File: config.mk
export PLATFORM = sky130hd
export DESIGN_NAME = configurable_rtc
export DESIGN_NICKNAME = d
export VERILOG_FILES = /design/src/rtl/configurable_rtc.sv
export SDC_FILE = /design/constraint.sdc
export NUM_CORES = 1
export LEC_CHECK = 0
export ABC_AREA = 1
export CAP_MARGIN = 10
export CORE_ASPECT_RATIO = 2
export CORE_MARGIN = 3
export CORE_UTILIZATION = 46
export CTS_BUF_LIST = sky130_fd_sc_hd__clkbuf_2 sky130_fd_sc_hd__clkbuf_4 sky130_fd_sc_hd__clkbuf_8
export DETAILED_ROUTE_END_ITERATION = 10
export PLACE_DENSITY = 0.79
export SLEW_MARGIN = 30
export SYNTH_ARGS = -nofsm -noshare
export SYNTH_HDL_FRONTEND = slang
export SYNTH_SLANG_ARGS = --single-unit
export TNS_END_PERCENT = 20
File: constraint.sdc
create_clock -name clk -period 1.6 [get_ports clk]
set_input_delay 0.16 -clock clk [delete_from_list [all_inputs] [get_ports clk]]
set_output_delay 0.16 -clock clk [all_outputs]
set_load 0.05 [all_outputs]
File: src/rtl/configurable_rtc.sv
// Parametrised hh:mm:ss real-time clock with second-tick prescaler, synchronous
// time load, registered carry pulses and a programmable alarm.
module configurable_rtc #(
  parameter int unsigned W        = 6,
  parameter int unsigned TICK_DIV = 1,
  parameter int unsigned SEC_MAX  = 59,
  parameter int unsigned MIN_MAX  = 59,
  parameter int unsigned HR_MAX   = 23
) (
  input  logic         clk,
  input  logic         reset,
  input  logic         en,
  input  logic         load,
  input  logic [W-1:0] ld_hh,
  input  logic [W-1:0] ld_mm,
  input  logic [W-1:0] ld_ss,
  input  logic         alarm_set,
  input  logic [W-1:0] al_hh,
  input  logic [W-1:0] al_mm,
  input  logic [W-1:0] al_ss,
  input  logic         alarm_en,
  output logic [W-1:0] hh,
  output logic [W-1:0] mm,
  output logic [W-1:0] ss,
  output logic         sec_tick,
  output logic         mm_en,
  output logic         hh_en,
  output logic         day_wrap,
  output logic         alarm_hit,
  output logic         load_err
);

  localparam int unsigned PW = (TICK_DIV > 1) ? $clog2(TICK_DIV) : 1;

  logic [PW-1:0] pre_q, pre_d;
  logic [W-1:0]  hh_q, hh_d, mm_q, mm_d, ss_q, ss_d;
  logic [W-1:0]  al_hh_q, al_hh_d, al_mm_q, al_mm_d, al_ss_q, al_ss_d;
  logic          sec_tick_q, sec_tick_d, mm_en_q, mm_en_d, hh_en_q, hh_en_d;
  logic          day_wrap_q, day_wrap_d, alarm_hit_q, alarm_hit_d, load_err_q, load_err_d;

  logic tick_c;
  logic ss_wrap_c, mm_wrap_c, hh_wrap_c;
  logic ld_hh_bad_c, ld_mm_bad_c, ld_ss_bad_c;
  logic al_hh_bad_c, al_mm_bad_c, al_ss_bad_c;

  // Qualifying conditions for the tick and the range checks on load/alarm fields
  always_comb begin
    tick_c      = en && (pre_q == PW'(TICK_DIV - 1));
    ss_wrap_c   = (ss_q == W'(SEC_MAX));
    mm_wrap_c   = (mm_q == W'(MIN_MAX));
    hh_wrap_c   = (hh_q == W'(HR_MAX));
    ld_hh_bad_c = (ld_hh > W'(HR_MAX));
    ld_mm_bad_c = (ld_mm > W'(MIN_MAX));
    ld_ss_bad_c = (ld_ss > W'(SEC_MAX));
    al_hh_bad_c = (al_hh > W'(HR_MAX));
    al_mm_bad_c = (al_mm > W'(MIN_MAX));
    al_ss_bad_c = (al_ss > W'(SEC_MAX));
  end

  // Next-state: load has priority over tick; alarm_set is independent of both
  always_comb begin
    pre_d       = pre_q;
    hh_d        = hh_q;
    mm_d        = mm_q;
    ss_d        = ss_q;
    al_hh_d     = al_hh_q;
    al_mm_d     = al_mm_q;
    al_ss_d     = al_ss_q;
    sec_tick_d  = 1'b0;
    mm_en_d     = 1'b0;
    hh_en_d     = 1'b0;
    day_wrap_d  = 1'b0;
    alarm_hit_d = 1'b0;
    load_err_d  = 1'b0;

    if (load) begin
      pre_d = '0;
      hh_d  = ld_hh_bad_c ? '0 : ld_hh;
      mm_d  = ld_mm_bad_c ? '0 : ld_mm;
      ss_d  = ld_ss_bad_c ? '0 : ld_ss;
      if (ld_hh_bad_c || ld_mm_bad_c || ld_ss_bad_c) load_err_d = 1'b1;
    end else if (tick_c) begin
      pre_d      = '0;
      sec_tick_d = 1'b1;
      if (ss_wrap_c) begin
        ss_d    = '0;
        mm_en_d = 1'b1;
        if (mm_wrap_c) begin
          mm_d    = '0;
          hh_en_d = 1'b1;
          if (hh_wrap_c) begin
            hh_d       = '0;
            day_wrap_d = 1'b1;
          end else begin
            hh_d = hh_q + W'(1);
          end
        end else begin
          mm_d = mm_q + W'(1);
        end
      end else begin
        ss_d = ss_q + W'(1);
      end
      // Compare the time being produced this edge against the stored alarm
      alarm_hit_d = alarm_en && (hh_d == al_hh_q) && (mm_d == al_mm_q) && (ss_d == al_ss_q);
    end else if (en) begin
      pre_d = pre_q + PW'(1);
    end

    if (alarm_set) begin
      al_hh_d = al_hh_bad_c ? '0 : al_hh;
      al_mm_d = al_mm_bad_c ? '0 : al_mm;
      al_ss_d = al_ss_bad_c ? '0 : al_ss;
      if (al_hh_bad_c || al_mm_bad_c || al_ss_bad_c) load_err_d = 1'b1;
    end
  end

  // State and registered outputs
  always_ff @(posedge clk or posedge reset) begin
    if (reset) begin
      pre_q       <= '0;
      hh_q        <= '0;
      mm_q        <= '0;
      ss_q        <= '0;
      al_hh_q     <= '0;
      al_mm_q     <= '0;
      al_ss_q     <= '0;
      sec_tick_q  <= 1'b0;
      mm_en_q     <= 1'b0;
      hh_en_q     <= 1'b0;
      day_wrap_q  <= 1'b0;
      alarm_hit_q <= 1'b0;
      load_err_q  <= 1'b0;
    end else begin
      pre_q       <= pre_d;
      hh_q        <= hh_d;
      mm_q        <= mm_d;
      ss_q        <= ss_d;
      al_hh_q     <= al_hh_d;
      al_mm_q     <= al_mm_d;
      al_ss_q     <= al_ss_d;
      sec_tick_q  <= sec_tick_d;
      mm_en_q     <= mm_en_d;
      hh_en_q     <= hh_en_d;
      day_wrap_q  <= day_wrap_d;
      alarm_hit_q <= alarm_hit_d;
      load_err_q  <= load_err_d;
    end
  end

  assign hh        = hh_q;
  assign mm        = mm_q;
  assign ss        = ss_q;
  assign sec_tick  = sec_tick_q;
  assign mm_en     = mm_en_q;
  assign hh_en     = hh_en_q;
  assign day_wrap  = day_wrap_q;
  assign alarm_hit = alarm_hit_q;
  assign load_err  = load_err_q;

endmodule

==> load_flow_metrics.sql <==
INSERT INTO impl_metrics (metric_group, metric, value, unit) VALUES
('status', 'outcome', 'complete, but fails checks', ''),
('status', 'failed_checks', 'setup timing', ''),
('synth', 'yosys.cell_count.top_type', 'sky130_fd_sc_hd__nand2_1', ''),
('critical_path', 'cells_along_the_critical_path', 'ha_4 -> nand3_2 -> nor2_4 -> nand2_4 -> buf_12 -> nand2_4 -> nand2_2 -> nand2_1 -> nand3_1 -> nor2_1 -> nand2_1 -> nor3_2', ''),
('synth', 'synth_flop_cell', 'sky130_fd_sc_hd__dfrtp_1', ''),
('synth', 'syn-cell-area', '2610', 'um^2'),
('placed_design', 'dp_hpwl', '6810', 'um'),
('detailed_routing', 'drt_wl_total', '8840', 'um'),
('cells_and_area', 'fin_nets', '521', ''),
('critical_path', 'crit_path_end_kind', 'flop', ''),
('clocking', 'quantity_of_hold_fixing_buffers_added_after_cts', '0', ''),
('detailed_routing', 'detailroute.via_count', '2987', ''),
('timing', 'final.setup_skew', '8.24', 'ps'),
('synth', 'register_area_share_after_synthesis', '41.2', '%'),
('detailed_routing', 'route.detailed.drc', '0', ''),
('power', 'clock_power_share', '23.5', '%'),
('synth', 'synth_seq_cells', '43', ''),
('clocking', 'clock_tree.root_cell', 'sky130_fd_sc_hd__clkbuf_8', ''),
('clocking', 'tritoncts_clock_tree', 'done', ''),
('floorplan', 'coreArea', '5470', 'um^2'),
('clocking', 'htree_num_levels', '2', ''),
('synth', 'share_of_the_synthesized_area_in_the_top_cell_type', '41.2', '%'),
('power', 'switching_share', '35.4', '%'),
('detailed_routing', 'drtPass1Iterations', '8', ''),
('timing', 'final-hold-violation-count', '0', ''),
('global_route', 'antenna_found_initial', '0', ''),
('clocking', 'clk_pin_slew', '80', 'ps'),
('detailed_routing', 'vias_per_cell', '5.56', ''),
('synth', 'synth_enable_flop_cells', '0', ''),
('critical_path', 'critical_path_arrival', '2050', 'ps'),
('timing', 'tightestPinTransition', '351', 'ps'),
('critical_path', 'setup.worst_path.class', 'flop to flop', ''),
('cells_and_area', 'finish.utilization', '72.1', '%'),
('timing', 'max_slew_margin', '76.5', '%'),
('synth', 'synth_async_sr_flop_share', '100', '%'),
('timing', 'rsz_0062_raised_after_global_routing', 'true', ''),
('timing', 'holdWs', '205', 'ps'),
('timing', 'slew_violations', '0', ''),
('cells_and_area', 'diodes', '0', ''),
('cells_and_area', 'final_layout_size_suffix_gt1_share', '28.9', '%'),
('floorplan', 'fp.dieW', '59.3', 'um'),
('global_route', 'grt_start_max_net_pins', '44', ''),
('floorplan', 'initial_utilization', '47.8', '%'),
('critical_path', 'cp_slowest_stage_delay', '400', 'ps'),
('synth', 'ys_types', '32', ''),
('cells_and_area', 'flow.area_growth_from_synthesis', '50.9', '%'),
('clocking', 'clock_latency_on_the_worst_skew_pair', '310', 'ps'),
('placed_design', 'port_bufs', '65', ''),
('timing', 'setup_ws', '-224', 'ps'),
('clocking', 'cts-buffers-inserted', '5', ''),
('synth', 'syn_avg_cell_area', '7.42', 'um^2'),
('synth', 'yosys_warnings', '0', ''),
('power', 'pwr-share-comb', '36.2', '%'),
('timing', 'period_minus_slack', '1820', 'ps'),
('power', 'cell_internal_pwr', '0.00200', 'W'),
('power', 'total_switching_power', '0.00110', 'W'),
('critical_path', 'timing.critical_path.from_type', 'flop', ''),
('floorplan', 'std_cell_rows', '38', ''),
('hold_path', 'min_path_type', 'input port to asynchronous set/reset pin', ''),
('global_route', 'first_pass_grt_wire_length', '13700', 'um'),
('synth', 'netlist.top_cell.by_area', 'sky130_fd_sc_hd__dfrtp_1', ''),
('timing', 'setup_violations', '7', ''),
('placed_design', 'placer_congestion_estimate', '0.980', ''),
('synth', 'synth_nets', '397', ''),
('floorplan', 'num_io_pins', '66', ''),
('synth', 'synthTopCellsByCount', '84 x sky130_fd_sc_hd__nand2_1, 55 x sky130_fd_sc_hd__nand3_1, 44 x sky130_fd_sc_hd__inv_1', ''),
('cells_and_area', 'filler_cell_count', '445', ''),
('floorplan', 'fp.dieArea', '6670', 'um^2'),
('critical_path', 'cp.required', '1830', 'ps'),
('power', 'vdd.ir_drop.worst', '0.000663', 'V'),
('run', 'maxCapViolCount', '0', '');
==> through the flow <==
| step | worst slack (ps) | area [um^2] | instances | setup TNS (ps) | power (W) |
|---|---|---|---|---|---|
| 3_5_place_dp | -209 | 3750 | 524 | -379 | 0.00235 |
| 5_1_grt | -342 | 3940 | 537 | -1530 | 0.00322 |
| 6_report | -224 | 3940 | 537 | -528 | 0.00310 |
| 3_3_place_gp | -142 | 3750 | 524 | -179 | 0.00233 |
| 2_1_floorplan | -202 | 2660 | 352 | -232 | 0.00185 |
| 4_1_cts | -166 | 3870 | 533 | -179 | 0.00308 |
==> area by class of cell <==
| type | instances | area, um^2 | share of cell area (%) |
|---|---|---|---|
| well taps | 60 | 75.1 | 1.90 |
| inverters | 47 | 179 | 4.54 |
| clock buffers | 7 | 83.8 | 2.13 |
| multi-input cells | 252 | 1370 | 34.8 |
| flip-flops and latches | 43 | 1090 | 27.7 |
| clock inverters | 1 | 5.00 | 0.127 |
| repair buffers | 127 | 1140 | 28.8 |
==> sequential cells by signal, summed over array words and instances (netlist names), 6 cells and up <==
name / count
al_hh_q: 6
al_mm_q: 6
al_ss_q: 6
hh: 6
mm: 6
ss: 6
==> layout by cell type, fill, tap and decap left out, drive strengths merged <==
| cell type | Yosys | routed |
|---|---|---|
| a22oi | 11 | 11 |
| xor2 | 2 | 2 |
| nand4 | 12 | 12 |
| nand3 | 60 | 60 |
| nand2 | 89 | 89 |
| clkinv | 0 | 1 |
| dfrtp | 43 | 43 |
| a21o | 1 | 1 |
| o21ai | 32 | 32 |
| or2 | 1 | 1 |
| a21oi | 3 | 3 |
| o21bai | 1 | 1 |
| nor2 | 24 | 24 |
| clkbuf | 5 | 8 |
| xnor2 | 1 | 1 |
| o22ai | 1 | 1 |
| nor3 | 5 | 5 |
| buf | 5 | 85 |
| ha | 3 | 3 |
| clkdlybuf4s50 | 0 | 41 |
| o221ai | 2 | 2 |
| inv | 47 | 47 |
| nand3b | 1 | 1 |
| o211ai | 3 | 3 |
==> routing by layer <==
metal / global-route usage, % / up-vias / share of wire [%]
li1: - / 1421 / -
met1: 26.8 / 1411 / 33
met2: 50.9 / 110 / 57
met3: 3.22 / 45 / 3.9
met4: 17.5 / 0 / 6.6
met5: 0 / - / 0
==> cells by family (layout without fill, tap and decap cells) <==
group | after synthesis | after routing | synth area share [%]
AO/OA/AOI/OAI | 54 | 54 | 12.4
XOR/XNOR | 3 | 3 | 1.01
adder cells (fa/ha/maj) | 3 | 3 | 1.44
buffers and inverters | 57 | 182 | 9.20
flip-flops | 43 | 43 | 41.2
AND/OR/NAND/NOR | 192 | 192 | 34.8
==> power by group through the flow <==
stage	logic, W	clock network [W]	registers [W]
after detailed placement	0.00108	0	0.00127
final	0.00112	0.000729	0.00125
after floorplan	0.000390	0	0.00145
after CTS	0.00110	0.000731	0.00124
after global routing	0.00121	0.000753	0.00125
after global placement	0.00107	0	0.00126
==> critical path, delay by kind of cell, from the launching register on <==
kind,cells,cell delay (ps)
AND/OR/NAND/NOR,10,1030
adder cells (fa/ha/maj),1,160
flip-flops,1,400
buffers and inverters,1,160
==> path summary, 6_finish.rpt <==
path	from	to	slack, ps	cells after the start
setup reg to reg	ss[1]$_DFFE_PP0P_	alarm_hit$_DFF_PP0_	-220	12
hold reg to reg	al_hh_q[5]$_DFFE_PP0P_	al_hh_q[5]$_DFFE_PP0P_	530	2
setup / recovery	ss[1]$_DFFE_PP0P_	alarm_hit$_DFF_PP0_	-220	12
max in group asynchronous	reset	ss[3]$_DFFE_PP0P_	1160	3
min in group clk	ld_hh[1]	hh[1]$_DFFE_PP0P_	420	3
hold / removal	reset	load_err$_DFF_PP0_	200	3
==> timing repair <==
action                                  CTS  global route
endpoints found under the setup margin    8            11
pin swaps                                 2             6
resized for setup                         5             9
setup buffers                             1             3
cloned                                    0             1
hold endpoints to repair                  0             0
Power figures use the tool's default switching activity.
